### src/rtl/vga_pkg.sv
// Shared VGA timing types, standard mode constants and colour-bar palette.
package vga_pkg;

  typedef struct packed {
    logic [15:0] display;
    logic [15:0] fp;
    logic [15:0] pulse;
    logic [15:0] bp;
  } vga_axis_t;

  typedef struct packed {
    vga_axis_t h;
    vga_axis_t v;
    logic      h_pol;
    logic      v_pol;
  } vga_timing_t;

  localparam vga_timing_t VGA_640X480_60 = '{
    h: '{display: 16'd640, fp: 16'd16, pulse: 16'd96, bp: 16'd48},
    v: '{display: 16'd480, fp: 16'd10, pulse: 16'd2, bp: 16'd33},
    h_pol: 1'b0,
    v_pol: 1'b0
  };

  localparam vga_timing_t VGA_800X600_60 = '{
    h: '{display: 16'd800, fp: 16'd40, pulse: 16'd128, bp: 16'd88},
    v: '{display: 16'd600, fp: 16'd1, pulse: 16'd4, bp: 16'd23},
    h_pol: 1'b1,
    v_pol: 1'b1
  };

  localparam logic [23:0] COL_WHITE   = 24'hFFFFFF;
  localparam logic [23:0] COL_YELLOW  = 24'hFFFF00;
  localparam logic [23:0] COL_CYAN    = 24'h00FFFF;
  localparam logic [23:0] COL_GREEN   = 24'h00FF00;
  localparam logic [23:0] COL_MAGENTA = 24'hFF00FF;
  localparam logic [23:0] COL_RED     = 24'hFF0000;
  localparam logic [23:0] COL_BLUE    = 24'h0000FF;
  localparam logic [23:0] COL_BLACK   = 24'h000000;

  function automatic int unsigned total(vga_axis_t a);
    return 32'(a.display) + 32'(a.fp) + 32'(a.pulse) + 32'(a.bp);
  endfunction

  // Indices past the last bar (non-multiple-of-8 widths) stay black.
  function automatic logic [23:0] bar_colour(int unsigned idx);
    logic [23:0] c;
    case (idx)
      0:       c = COL_WHITE;
      1:       c = COL_YELLOW;
      2:       c = COL_CYAN;
      3:       c = COL_GREEN;
      4:       c = COL_MAGENTA;
      5:       c = COL_RED;
      6:       c = COL_BLUE;
      default: c = COL_BLACK;
    endcase
    return c;
  endfunction

endpackage

### src/rtl/vga_axis_counter.sv
// Wrapping axis counter with enable and terminal-count flag.
module vga_axis_counter
  import vga_pkg::*;
#(
  parameter int unsigned CW = 11
) (
  input  logic          clk,
  input  logic          reset,
  input  logic          en_i,
  input  logic [CW-1:0] max_i,
  output logic [CW-1:0] cnt_o,
  output logic          tc_o
);

  logic [CW-1:0] cnt_q, cnt_d;

  assign tc_o  = (cnt_q == max_i);
  assign cnt_o = cnt_q;

  always_comb begin
    cnt_d = cnt_q;
    if (en_i) begin
      cnt_d = tc_o ? '0 : cnt_q + 1'b1;
    end
  end

  always_ff @(posedge clk or posedge reset) begin
    if (reset) begin
      cnt_q <= '0;
    end else begin
      cnt_q <= cnt_d;
    end
  end

endmodule

### src/rtl/vga_timing_gen.sv
// Parametrised VGA timing generator with fetch-ahead port.
// Optional colour-bar output enabled by defining VGA_TEST_PATTERN_EN.
module vga_timing_gen
  import vga_pkg::*;
#(
  parameter int unsigned CW         = 11,
  parameter int unsigned H_DISPLAY  = 640,
  parameter int unsigned H_FP       = 16,
  parameter int unsigned H_PULSE    = 96,
  parameter int unsigned H_BP       = 48,
  parameter int unsigned V_DISPLAY  = 480,
  parameter int unsigned V_FP       = 10,
  parameter int unsigned V_PULSE    = 2,
  parameter int unsigned V_BP       = 33,
  parameter int unsigned H_SYNC_POL = 0,
  parameter int unsigned V_SYNC_POL = 0,
  parameter int unsigned LOOKAHEAD  = 2,
  parameter int unsigned FRAME_W    = 8
) (
  input  logic               clk,
  input  logic               reset,
  input  logic               pix_ce,
  output logic [CW-1:0]      fetch_x,
  output logic [CW-1:0]      fetch_y,
  output logic               fetch_valid,
  output logic [CW-1:0]      x,
  output logic [CW-1:0]      y,
  output logic               video_on,
  output logic               hsync,
  output logic               vsync,
  output logic               blank_n,
  output logic               sync_n,
  output logic               line_start,
  output logic               frame_start,
  output logic [FRAME_W-1:0] frame_cnt,
  output logic [23:0]        rgb
);

  localparam int unsigned H_TOTAL = total(vga_axis_t'{display: 16'(H_DISPLAY), fp: 16'(H_FP),
                                                      pulse: 16'(H_PULSE), bp: 16'(H_BP)});
  localparam int unsigned V_TOTAL = total(vga_axis_t'{display: 16'(V_DISPLAY), fp: 16'(V_FP),
                                                      pulse: 16'(V_PULSE), bp: 16'(V_BP)});

  if (LOOKAHEAD > 4 || H_TOTAL > 2 ** CW || V_TOTAL > 2 ** CW) begin : gen_bad_cfg
    $error("vga_timing_gen: LOOKAHEAD > 4 or totals do not fit CW");
  end

  localparam logic [CW-1:0] H_MAX    = CW'(H_TOTAL - 1);
  localparam logic [CW-1:0] V_MAX    = CW'(V_TOTAL - 1);
  localparam logic [CW-1:0] H_DISP_C = CW'(H_DISPLAY);
  localparam logic [CW-1:0] V_DISP_C = CW'(V_DISPLAY);
  localparam logic [CW-1:0] HS_START = CW'(H_DISPLAY + H_FP);
  localparam logic [CW-1:0] HS_END   = CW'(H_DISPLAY + H_FP + H_PULSE - 1);
  localparam logic [CW-1:0] VS_START = CW'(V_DISPLAY + V_FP);
  localparam logic [CW-1:0] VS_END   = CW'(V_DISPLAY + V_FP + V_PULSE - 1);
  localparam logic          HS_ACT   = (H_SYNC_POL != 0);
  localparam logic          VS_ACT   = (V_SYNC_POL != 0);

  // Sync flags are carried active-high; polarity is applied only at the pins.
  typedef struct packed {
    logic [CW-1:0] x;
    logic [CW-1:0] y;
    logic          vid;
    logic          hs;
    logic          vs;
    logic          eol;
    logic          eof;
`ifdef VGA_TEST_PATTERN_EN
    logic [23:0]   rgb;
`endif
  } stage_t;

  logic [CW-1:0] h, v;
  logic          h_tc, v_tc;
  stage_t        fetch_st, disp_st;

  vga_axis_counter #(.CW(CW)) u_h_cnt (
    .clk   (clk),
    .reset (reset),
    .en_i  (pix_ce),
    .max_i (H_MAX),
    .cnt_o (h),
    .tc_o  (h_tc)
  );

  vga_axis_counter #(.CW(CW)) u_v_cnt (
    .clk   (clk),
    .reset (reset),
    .en_i  (pix_ce & h_tc),
    .max_i (V_MAX),
    .cnt_o (v),
    .tc_o  (v_tc)
  );

`ifdef VGA_TEST_PATTERN_EN
  localparam int unsigned BAR_W = (H_DISPLAY >= 8) ? H_DISPLAY / 8 : 1;
`endif

  always_comb begin
    fetch_st     = '0;
    fetch_st.x   = h;
    fetch_st.y   = v;
    fetch_st.vid = (h < H_DISP_C) && (v < V_DISP_C);
    fetch_st.hs  = (h >= HS_START) && (h <= HS_END);
    fetch_st.vs  = (v >= VS_START) && (v <= VS_END);
    fetch_st.eol = h_tc;
    fetch_st.eof = h_tc & v_tc;
`ifdef VGA_TEST_PATTERN_EN
    fetch_st.rgb = fetch_st.vid ? bar_colour(32'(h) / BAR_W) : 24'h000000;
`endif
  end

  if (LOOKAHEAD == 0) begin : gen_no_pipe
    assign disp_st = fetch_st;
  end else begin : gen_pipe
    // Reset flushes to position (0,0) with every flag clear, so nothing is shown early.
    stage_t pipe_q [LOOKAHEAD];

    always_ff @(posedge clk or posedge reset) begin
      if (reset) begin
        for (int i = 0; i < int'(LOOKAHEAD); i++) begin
          pipe_q[i] <= '0;
        end
      end else if (pix_ce) begin
        pipe_q[0] <= fetch_st;
        for (int i = 1; i < int'(LOOKAHEAD); i++) begin
          pipe_q[i] <= pipe_q[i-1];
        end
      end
    end

    assign disp_st = pipe_q[LOOKAHEAD-1];
  end

  // The stage leaving the output at line/frame end means x (or x,y) becomes 0 next.
  logic               line_start_q, line_start_d;
  logic               frame_start_q, frame_start_d;
  logic [FRAME_W-1:0] frame_cnt_q, frame_cnt_d;

  always_comb begin
    line_start_d  = pix_ce & disp_st.eol;
    frame_start_d = pix_ce & disp_st.eof;
    frame_cnt_d   = frame_cnt_q;
    if (frame_start_d) begin
      frame_cnt_d = frame_cnt_q + 1'b1;
    end
  end

  always_ff @(posedge clk or posedge reset) begin
    if (reset) begin
      line_start_q  <= 1'b0;
      frame_start_q <= 1'b0;
      frame_cnt_q   <= '0;
    end else begin
      line_start_q  <= line_start_d;
      frame_start_q <= frame_start_d;
      frame_cnt_q   <= frame_cnt_d;
    end
  end

  assign fetch_x     = h;
  assign fetch_y     = v;
  assign fetch_valid = fetch_st.vid;
  assign x           = disp_st.x;
  assign y           = disp_st.y;
  assign video_on    = disp_st.vid;
  assign blank_n     = disp_st.vid;
  assign hsync       = disp_st.hs ? HS_ACT : ~HS_ACT;
  assign vsync       = disp_st.vs ? VS_ACT : ~VS_ACT;
  assign sync_n      = 1'b0;
  assign line_start  = line_start_q;
  assign frame_start = frame_start_q;
  assign frame_cnt   = frame_cnt_q;

`ifdef VGA_TEST_PATTERN_EN
  assign rgb = disp_st.rgb;
`else
  assign rgb = 24'h000000;
`endif

endmodule

### config.mk
export PLATFORM = sky130hd
export DESIGN_NAME = vga_timing_gen
export DESIGN_NICKNAME = d
export VERILOG_FILES = /design/src/rtl/vga_pkg.sv /design/src/rtl/vga_axis_counter.sv /design/src/rtl/vga_timing_gen.sv
export SDC_FILE = /design/constraint.sdc
export NUM_CORES = 1
export LEC_CHECK = 0
export BUFFER_PORTS_ARGS = -buffer_cell sky130_fd_sc_hd__buf_4
export CAP_MARGIN = 0
export CELL_PAD_IN_SITES_DETAIL_PLACEMENT = 0
export CELL_PAD_IN_SITES_GLOBAL_PLACEMENT = 1
export CORE_ASPECT_RATIO = 1.1
export CORE_UTILIZATION = 46
export DETAILED_ROUTE_END_ITERATION = 6
export GPL_TIMING_DRIVEN = 0
export PLACE_DENSITY_LB_ADDON = 0.1
export SYNTH_ARGS = -nofsm -noshare
export SYNTH_HDL_FRONTEND = slang
export SYNTH_SLANG_ARGS = --single-unit
export TNS_END_PERCENT = 1
### constraint.sdc
create_clock -name clk -period 6.2 [get_ports clk]
set_input_delay 0.62 -clock clk [delete_from_list [all_inputs] [get_ports clk]]
set_output_delay 0.62 -clock clk [all_outputs]
set_load 0.03 [all_outputs]
==> run_results.csv <==
group,metric,value,unit
critical_path,timing.setup.critical_path_class,"register to output pin",
timing,setup_viol,0,
logic_synthesis,synth_async_sr_flop_share,100,%
critical_path,cpMaxStageDelayCell,"dfrtp_1",
global_routing,first_global_vias,2556,
route,drt_iter0_markers,81,
route,firstDrtPassIters,5,
clocking,cts_hold_buffers,0,
clocking,clk_latency,0.35,ns
logic_synthesis,synth.cell_area,4120,um^2
route,drcViolationCount,0,
logic_synthesis,syn_warnings,0,
timing,finalWorstSetupSlack,3.78,ns
timing,layout_worst_path_cycle_share,39.1,%
power,max-vdd-ir-drop,0.111,mV
route,routed_wirelength,7520,um
critical_path,cp-start-kind,"register",
logic_synthesis,syn-instance-count,353,
placement,gpl.final_weighted_congestion,0.820,
global_routing,track_usage,17.6,%
flow_run,maxCapViolCount,0,
logic_synthesis,synth_cell_types,36,
finish,final_layout_size_suffix_gt1_share,44.8,%
timing,maxSlewHeadroom,44.4,%
finish,antennaDiodeCount,0,
clocking,clock-sinks,86,
timing,report.final.slew_viol_count,0,
global_routing,grt_max_degree,61,
clocking,cts.repair_timing.setup_buffer_count,0,
placement,buffer_ports.inserted,61,
outcome,status,"completed",
critical_path,timing.reg2reg.setup_slack,3.86,ns
logic_synthesis,synth_seq_cells,86,
critical_path,timing.critical_path.cells,"clkbuf_1, nand4_1, nand2_1, nor4_1, buf_4",
clocking,ctsRootBufferMaster,"clkbuf_8",
critical_path,regToRegStartpoint,"u_h_cnt.cnt_o[5]$_DFFE_PP0P_",
timing,totalNegativeSetupSlack,0,ns
critical_path,critical-path-max-stage-delay,0.38,ns
finish,nNetsFinal,457,
critical_path,worst-endpoint-required,5.58,ns
finish,areaGrowthSynthToFinish,23.4,%
logic_synthesis,synth_common_cells,"dfrtp_1, buf_4, mux2_2",
floorplanning,die_height,101,um
floorplanning,core.rowCount,35,
floorplanning,start_util,48.3,%
clocking,post_cts.resized_instances,0,
global_routing,grt_overflow,0,
floorplanning,design.portCount,87,
logic_synthesis,synth.top_cells.by_area,"dfrtp_1, mux2_2, buf_4",
route,routed_via_density,4.68,
logic_synthesis,seq_area_frac_synth,52.2,%
power,post-layout-total-power,1.46,mW
clocking,htree_num_levels,3,
timing,worst_clock_skew,0.00625,ns
route,dr_total_vias,2648,
timing,post-route-min-period,2.42,ns
route,wire_per_inst,13.3,um
global_routing,grt_pass1_wl,12600,um
timing,grt_setup_unrepaired,"false",
clocking,cts-root-to-sink-buffers,2,
clocking,numCtsBuffers,9,
critical_path,critPathCaptureType,"output pin",
critical_path,r2r_end,"u_v_cnt.cnt_o[4]$_DFFE_PP0P_",
clocking,clkSlewWorstSetupHoldPaths,0.08,ns
logic_synthesis,syn_avg_cell_area,11.7,um^2
logic_synthesis,synth_edf_count,0,
logic_synthesis,synth_top_area_share,52.2,%
placement,dp.final_hpwl,5340,um
critical_path,ff2ff_path_depth,5,
timing,hold_ws,0.238,ns
worst_hold_path,hold_path_class,"primary input to async pin",
power,reported_leakage_power,2.61,nW
global_routing,grt_antenna_before_repair,0,
route,antenna_violating_nets_post_route,0,
power,power.density_cell_area,288,nW/um^2
logic_synthesis,synth.most_common_cell,"dfrtp_1",
logic_synthesis,library_cell_with_the_largest_summed_area_after_synthesis,"dfrtp_1",
timing,hold_viol_final,0,
clocking,tritoncts,"built",
logic_synthesis,synth-main-ff-cell,"dfrtp_1",
critical_path,cp_max_fo,8,
floorplanning,dieWidth,92.3,um
timing,timing.fmax,413,MHz
critical_path,critical_path_arrival,1.80,ns
timing,tightest_slew,0.827,ns
placement,dp_slack,3.88,ns
floorplanning,core-area,8540,um^2
floorplanning,die_area,9350,um^2
==> critical path: cells and delay by family (launching register included) <==
family / cells / cell delay, ns
simple gates: 3 / 0.62
buf+inv: 2 / 0.44
flops: 1 / 0.38
==> power by group <==
group,internal (mW),leakage (nW),switching [mW]
registers,0.614,1.12,0.0408
clock network,0.278,0.126,0.197
logic,0.155,1.37,0.178
total,1.05,2.61,0.416
==> layout make-up <==
type | count | area [um^2]
fillers | 745 | 3450
flip-flops and latches | 86 | 2150
multi-input cells | 194 | 1420
plain buffers | 81 | 582
repair buffers | 62 | 485
well taps | 111 | 139
clock buffers | 10 | 138
clock inverters | 6 | 109
inverters | 16 | 62.6
==> metal layers <==
metal / global-route usage [%] / share of wire (%) / vias up
met3: 3.08 / 3.7 / 14
met1: 21.7 / 42 / 1280
met2: 30.3 / 52 / 51
met4: 8.53 / 2.1 / 0
li1: - / - / 1303
met5: 0 / 0 / -
==> cell usage in the layout (no fill, tap or decap), types with 2 or more instances in the layout <==
cell type,n
buf_6,2
clkinv_2,2
and2_1,3
a31oi_1,2
inv_1,15
nand2_1,17
clkbuf_8,10
mux2_2,49
a21o_1,2
nand3_1,12
buf_4,131
and3_1,2
a21oi_1,3
bufinv_16,3
o22ai_1,4
conb_1,25
nand4_1,6
or4_4,2
clkbuf_1,9
xor2_1,8
ha_1,4
or3_1,2
a22o_1,3
nor2_1,11
nor3_1,4
nor4_1,3
nor4bb_1,2
dfrtp_1,86
and4_1,2
o21ai_0,9
xnor2_1,11
==> sequential cells by signal (all words and copies together), names as in the netlist <==
name,flops
line_start,1
frame_cnt,8
frame_start,1
blank_n,1
y,11
u_v_cnt.cnt_o,11
gen_pipe.pipe_q,27
disp_st,4
x,11
u_h_cnt.cnt_o,11
==> cell families after synthesis <==
group / Yosys count / share of synthesized area, %
buffers and inverters: 97 / 15.6
DFF: 86 / 52.2
and+or+nand+nor: 68 / 8.92
muxes: 50 / 13.6
AOI/OAI and AO/OA: 28 / 4.34
xor gates and xnor gates: 19 / 4.04
adders and majority gates: 4 / 1.21
other: 1 / 0.0910
==> worst max path at each step <==
stage	start	end	slack, ns	cells after the start
6_report	u_v_cnt.cnt_o[5]$_DFFE_PP0P_	fetch_valid	3.78	5
5_1_grt	u_v_cnt.cnt_o[5]$_DFFE_PP0P_	fetch_valid	3.61	5
4_1_cts	u_v_cnt.cnt_o[5]$_DFFE_PP0P_	fetch_valid	3.75	5
3_5_place_dp	u_h_cnt.cnt_o[5]$_DFFE_PP0P_	u_v_cnt.cnt_o[4]$_DFFE_PP0P_	3.88	5
3_3_place_gp	reset	gen_pipe.pipe_q[38]$_DFFE_PP0P_	2.34	2
2_1_floorplan	reset	blank_n$_DFFE_PP0P_	3.36	1
==> metrics by stage <==
stage	util, %	instances	cell area, um^2
6_report	59.6	566	5090
4_1_cts	59.6	566	5090
2_1_floorplan	-	377	4210
3_5_place_dp	56.7	550	4840
5_1_grt	59.6	566	5090
3_3_place_gp	56.3	549	4810
Note: power is estimated with default switching activity, not from simulation.
